$ cat src/rtl/adxl362_ascii_pkg.sv
// Shared types and constants for the ADXL362 ASCII display/console path.
// ADXL362_LINE_FEED_CRLF_EN adds the CR/LF terminator states to t_feed_state.
package adxl362_ascii_pkg;

  localparam int unsigned c_line_chars = 16;
  localparam logic [7:0]  c_ascii_cr   = 8'h0D;
  localparam logic [7:0]  c_ascii_lf   = 8'h0A;

  typedef logic [8*c_line_chars-1:0] t_ascii_line;

`ifdef ADXL362_LINE_FEED_CRLF_EN
  typedef enum logic [1:0] {
    ST_IDLE = 2'd0,
    ST_LINE = 2'd1,
    ST_CR   = 2'd2,
    ST_LF   = 2'd3
  } t_feed_state;
`else
  typedef enum logic {
    ST_IDLE = 1'b0,
    ST_LINE = 1'b1
  } t_feed_state;
`endif

endpackage

$ cat src/rtl/ascii_line_byte_select.sv
// Combinational 16:1 character mux; char 0 sits in the most significant byte.
module ascii_line_byte_select
  import adxl362_ascii_pkg::*;
(
  input  t_ascii_line i_line,
  input  logic [3:0]  i_index,
  output logic [7:0]  o_byte
);

  always_comb begin
    o_byte = '0;
    for (int unsigned i = 0; i < c_line_chars; i++) begin
      if (i_index == 4'(i)) o_byte = i_line[(c_line_chars - 1 - i) * 8 +: 8];
    end
  end

endmodule

$ cat src/rtl/adxl362_ascii_line_feed.sv
// Snapshots a two-line ASCII display pair on load and streams it to the UART TX.
// Define ADXL362_LINE_FEED_CRLF_EN to append CR LF after each 16-char line.
module adxl362_ascii_line_feed
  import adxl362_ascii_pkg::*;
(
  input  logic         i_clk_20mhz,
  input  logic         i_rst_20mhz,
  input  logic [127:0] i_dat_ascii_line1,
  input  logic [127:0] i_dat_ascii_line2,
  input  logic [127:0] i_txt_ascii_line1,
  input  logic [127:0] i_txt_ascii_line2,
  input  logic         i_sel_txt,
  input  logic         i_load,
  output logic [7:0]   o_tx_data,
  output logic         o_tx_valid,
  input  logic         i_tx_ready,
  output logic         o_busy,
  output logic         o_done,
  output logic [7:0]   o_drop_count
);

  localparam int unsigned c_lw = 8 * c_line_chars;

  t_feed_state         r_state, w_state_nxt;
  logic [2*c_lw-1:0]   r_snap, w_snap_nxt;
  logic [3:0]          r_char, w_char_nxt;
  logic                r_line, w_line_nxt;
  logic [7:0]          r_tx_data, w_tx_data_nxt;
  logic                r_tx_valid, w_tx_valid_nxt;
  logic                r_busy;
  logic                r_done, w_done_nxt;
  logic [7:0]          r_drop, w_drop_nxt;
  logic                w_accept;
  t_ascii_line         w_cur_line;
  logic [7:0]          w_sel_byte;

  assign w_accept = r_tx_valid & i_tx_ready;

  // The byte is selected from the *next* snapshot/indices so the output register
  // already holds the following character in the cycle after each accept.
  assign w_cur_line = w_line_nxt ? w_snap_nxt[c_lw-1:0] : w_snap_nxt[2*c_lw-1:c_lw];

  ascii_line_byte_select u_byte_sel (
    .i_line  (w_cur_line),
    .i_index (w_char_nxt),
    .o_byte  (w_sel_byte)
  );

  always_comb begin
    w_state_nxt = r_state;
    w_snap_nxt  = r_snap;
    w_char_nxt  = r_char;
    w_line_nxt  = r_line;
    w_done_nxt  = 1'b0;
    w_drop_nxt  = r_drop;

    if (i_load && (r_state != ST_IDLE) && (r_drop != 8'hFF)) w_drop_nxt = r_drop + 8'd1;

    unique case (r_state)
      ST_IDLE: begin
        if (i_load) begin
          w_snap_nxt  = i_sel_txt ? {i_txt_ascii_line1, i_txt_ascii_line2}
                                  : {i_dat_ascii_line1, i_dat_ascii_line2};
          w_char_nxt  = '0;
          w_line_nxt  = 1'b0;
          w_state_nxt = ST_LINE;
        end
      end
      ST_LINE: begin
        if (w_accept) begin
          if (r_char == 4'd15) begin
`ifdef ADXL362_LINE_FEED_CRLF_EN
            w_state_nxt = ST_CR;
`else
            if (!r_line) begin
              w_line_nxt = 1'b1;
              w_char_nxt = '0;
            end else begin
              w_state_nxt = ST_IDLE;
              w_done_nxt  = 1'b1;
            end
`endif
          end else begin
            w_char_nxt = r_char + 4'd1;
          end
        end
      end
`ifdef ADXL362_LINE_FEED_CRLF_EN
      ST_CR: begin
        if (w_accept) w_state_nxt = ST_LF;
      end
      ST_LF: begin
        if (w_accept) begin
          if (!r_line) begin
            w_line_nxt  = 1'b1;
            w_char_nxt  = '0;
            w_state_nxt = ST_LINE;
          end else begin
            w_state_nxt = ST_IDLE;
            w_done_nxt  = 1'b1;
          end
        end
      end
`endif
      default: w_state_nxt = ST_IDLE;
    endcase
  end

  always_comb begin
    w_tx_valid_nxt = (w_state_nxt != ST_IDLE);
    w_tx_data_nxt  = r_tx_data;
    unique case (w_state_nxt)
      ST_LINE: w_tx_data_nxt = w_sel_byte;
`ifdef ADXL362_LINE_FEED_CRLF_EN
      ST_CR:   w_tx_data_nxt = c_ascii_cr;
      ST_LF:   w_tx_data_nxt = c_ascii_lf;
`endif
      default: w_tx_data_nxt = r_tx_data;
    endcase
  end

  always_ff @(posedge i_clk_20mhz or posedge i_rst_20mhz) begin
    if (i_rst_20mhz) begin
      r_state    <= ST_IDLE;
      r_snap     <= '0;
      r_char     <= '0;
      r_line     <= 1'b0;
      r_tx_data  <= '0;
      r_tx_valid <= 1'b0;
      r_busy     <= 1'b0;
      r_done     <= 1'b0;
      r_drop     <= '0;
    end else begin
      r_state    <= w_state_nxt;
      r_snap     <= w_snap_nxt;
      r_char     <= w_char_nxt;
      r_line     <= w_line_nxt;
      r_tx_data  <= w_tx_data_nxt;
      r_tx_valid <= w_tx_valid_nxt;
      r_busy     <= (w_state_nxt != ST_IDLE);
      r_done     <= w_done_nxt;
      r_drop     <= w_drop_nxt;
    end
  end

  assign o_tx_data    = r_tx_data;
  assign o_tx_valid   = r_tx_valid;
  assign o_busy       = r_busy;
  assign o_done       = r_done;
  assign o_drop_count = r_drop;

endmodule

$ cat config.mk
export PLATFORM = sky130hd
export DESIGN_NAME = adxl362_ascii_line_feed
export DESIGN_NICKNAME = d
export VERILOG_FILES = /design/src/rtl/adxl362_ascii_pkg.sv /design/src/rtl/ascii_line_byte_select.sv /design/src/rtl/adxl362_ascii_line_feed.sv
export SDC_FILE = /design/constraint.sdc
export NUM_CORES = 1
export LEC_CHECK = 0
export ABC_AREA = 0
export CAP_MARGIN = 20
export CORE_MARGIN = 5
export CORE_UTILIZATION = 25
export CTS_CLUSTER_DIAMETER = 150
export DETAILED_ROUTE_END_ITERATION = 7
export SLEW_MARGIN = 20
export SYNTH_ARGS = -nofsm -noshare
export SYNTH_HDL_FRONTEND = slang
export SYNTH_SLANG_ARGS = --single-unit
$ cat constraint.sdc
create_clock -name i_clk_20mhz -period 8.3 [get_ports i_clk_20mhz]
set_input_delay 1.245 -clock i_clk_20mhz [delete_from_list [all_inputs] [get_ports i_clk_20mhz]]
set_output_delay 1.245 -clock i_clk_20mhz [all_outputs]
set_load 0.05 [all_outputs]
==> flow_metrics.env <==
export IMPL_synth_top_family_by_area="multiplexers"
export IMPL_die_h_um=265.4
export IMPL_synth_compound_area_frac=0.1648
export IMPL_worstSetupStartpointType="primary input"
export IMPL_critical_path_class="in -> reg"
export IMPL_setup_tns_ns=0
export IMPL_area_delta_synth_final_pct=41.48
export IMPL_cts_resized=0
export IMPL_async_flop_share=1.000
export IMPL_muxShareOfSynthArea=0.2286
export IMPL_cts_made_buffers=34
export IMPL_regArea_um2=6982
export IMPL_drv_cap=0
export IMPL_synth_edf_count=0
export IMPL_die_w_um=265.4
export IMPL_pre_cts_ws_ns=2.776
export IMPL_dp_cells=2936
export IMPL_firstDrtPassIters=6
export IMPL_stdcell_count=2994
export IMPL_layout_drive_gt1_share=0.09023
export IMPL_fillCellCount=6515
export IMPL_setup_slack_ns=3.288
export IMPL_dieArea_um2=70440
export IMPL_netlist_area_um2=16310
export IMPL_wl_per_cell_um=22.85
export IMPL_rsz0062_at_grt="false"
export IMPL_crit_top_cell="buf_4"
export IMPL_htreeDepth=2
export IMPL_worst_pin_slew_ns=1.233
export IMPL_slowest_stage="inv_6"
export IMPL_yosys_area_share_xor_xnor=0.003759
export IMPL_grt_pass1_wl_um=97210
export IMPL_grt_overflow=0
export IMPL_fin_nets=2636
export IMPL_seq_area_frac_synth=0.4281
export IMPL_finalMaxSlewViolations=0
export IMPL_antenna_found_initial=1
export IMPL_syn_inst=1659
export IMPL_cts_buffer_depth=3
export IMPL_yosys_area_share_simple=0.1106
export IMPL_drc_errors=0
export IMPL_max_freq_mhz=199.5
export IMPL_finalHoldViolCount=0
export IMPL_fin_crit_sh=0.6038
export IMPL_antenna_left=0
export IMPL_rows=93
export IMPL_dpl_cell_area_um2=21950
export IMPL_grt_pass1_vias=14845
export IMPL_grt_total_usage=0.1833
export IMPL_gp_congestion=0.9514
export IMPL_worst_path_largest_cell_delay_ns=0.79
export IMPL_path_max_fanout=93
export IMPL_wl_um=68420
export IMPL_ir_drop_mv=0.1454
export IMPL_hp_class="reg -> reg"
export IMPL_yosysTopAreaCell="dfrtp_1"
export IMPL_io_pins=536
export IMPL_timing_hold_ws_ns=0.4608
export IMPL_period_needed_ns=5.012
export IMPL_yosysWarnings=0
export IMPL_yosys_area_share_adder=0.001534
export IMPL_synth_flop_cell="dfrtp_1"
export IMPL_outcome="completed"
export IMPL_cp_required_ns=8.72
export IMPL_cts_hold_buf=0
export IMPL_critPathArrivalTime_ns=5.43
export IMPL_ctsRootBufferMaster="clkbuf_16"
export IMPL_start_util=0.2525
export IMPL_ys_ff_latch=279
export IMPL_antenna_cells=0
export IMPL_multiInputGateArea_um2=8314
export IMPL_setup_viol=0
export IMPL_cts_setup_buffers=0
export IMPL_path_cells="clkdlybuf4s50_1 > nand2b_4 > a2bb2oi_4 > buf_4 > inv_6 > buf_4 > mux2_2 > nand2_1 > o211ai_1 > a211oi_1 > o21a_1 > o21ai_1"
export IMPL_syn_area_per_cell_um2=9.830
export IMPL_reg2reg_setup_slack_ns=3.76
export IMPL_clkSinkCount=279
export IMPL_synth_top_area_frac=0.4281
export IMPL_tritoncts="yes"
export IMPL_viasPerCell=4.813
export IMPL_synthTopCellsByArea="dfrtp_1 (43%), mux2i_1 (17%), nand2_1 (7.3%), mux2_2 (6.3%), o21ai_0 (6.2%)"
export IMPL_dp_hpwl_um=54490
export IMPL_cellPowerDensity_nw_per_um2=326.9
export IMPL_max_slew_margin=0.1777
export IMPL_vias=14409
export IMPL_syn_nets=2178
export IMPL_grt_max_degree=159
export IMPL_clk_latency_ns=0.55
export IMPL_power_leakage_nw=10.01
export IMPL_final_area_um2=23070
export IMPL_drt_iter0_markers=963
export IMPL_coreArea_um2=64580
export IMPL_synth_cell_types=71
export IMPL_cts_reportedPaths_clkPinSlew_ns=0.06
export IMPL_fin_skew_ns=0.03160
export IMPL_numPortBuffers=535
export IMPL_end_kind="register"
[area by class of cell]
type                            count  share of cell area
Clock buffer                       48             0.04268
Clock inverter                     10            0.005857
Inverter                           26            0.004826
Multi-Input combinational cell   1229              0.3604
Sequential cell                   279              0.3026
Tap cell                          855             0.04637
Timing Repair Buffer              547              0.2373
[registers in the layout, indices dropped and copies added, names as in the netlist]
signal	count
o_done	1
r_char	4
o_drop_count	8
r_snap	256
o_tx_data	8
o_busy	1
r_line	1
[path summary, 6_finish.rpt]
kind                                   from               to  depth (start not counted)
worst max-delay path                 i_load     o_tx_data[6]                         12
worst min-delay path            r_snap[163]      r_snap[163]                          2
worst max register to register       o_busy     o_tx_data[6]                         11
worst min register to register  r_snap[163]      r_snap[163]                          2
max in group asynchronous       i_rst_20mhz      r_snap[216]                          4
min in group asynchronous       i_rst_20mhz  o_drop_count[5]                          2
[worst max-delay path: cells and delay by family]
family | cells | cell delay, ns
mux | 1 | 0.40
buf+inv | 4 | 2.24
compound gates | 5 | 0.76
simple gates | 2 | 0.66
[cells in the mapped netlist (all sizes together) (24+ instances only)]
master and instances:
nor2 31, nand2 321, o211ai 38, clkbuf 25, a21oi 74, dfrtp 279
mux2 92, nand3 32, mux2i 269, o21ai 226, buf 100, inv 24
[placed cells by master (no fill, tap or decap), types with 3 or more instances in the layout]
cell	Yosys	layout
clkdlybuf4s50_1	0	534
nand2_1	318	318
dfrtp_1	279	279
mux2i_1	269	269
o21ai_0	203	203
mux2_2	91	91
a21oi_1	73	73
o211ai_1	35	35
clkbuf_16	0	35
nor2_1	31	31
nand3_1	24	24
o21ai_1	22	22
inv_1	22	21
a211oi_1	20	20
nand4_1	14	14
o21a_1	12	12
a31oi_1	11	11
buf_4	19	10
a32oi_1	9	9
nand3_2	8	8
clkbuf_1	25	7
a21o_1	6	6
a22oi_1	6	6
o31ai_1	6	6
clkbuf_8	0	6
o211a_1	4	4
nor3_2	4	4
xnor2_1	4	4
clkinvlp_4	0	3
nor3_1	3	3
xor2_1	3	3
and2_1	3	3
o211ai_2	3	3
o311ai_1	3	3
[report_power, final]
part           internal (mW)  switching (mW)  total (mW)
Sequential              2.05           0.238        2.29
Clock                  0.894           0.602        1.50
Combinational           1.33            2.43        3.76
[layer usage]
metal | GRT usage | wire length [um]
met2 | 0.3161 | 33720
met4 | 0.06797 | 2577
met5 | 0 | 7
met3 | 0.03432 | 4154
met1 | 0.2290 | 27950
[kinds of logic (layout without fill, tap and decap cells)]
family | Yosys count | after routing
compound gates | 440 | 440
xor+xnor | 7 | 7
fa+ha+maj | 2 | 2
buf+inv | 151 | 631
flops | 279 | 279
mux | 361 | 361
simple gates | 419 | 419
[metrics by stage]
step	total power [mW]	utilization
2_1_floorplan	4.699	-
3_3_place_gp	5.978	0.3398
3_5_place_dp	6.026	0.3399
4_1_cts	7.556	0.3573
5_1_grt	7.985	0.3573
6_report	7.541	0.3573
Power figures use the tool's default switching activity.
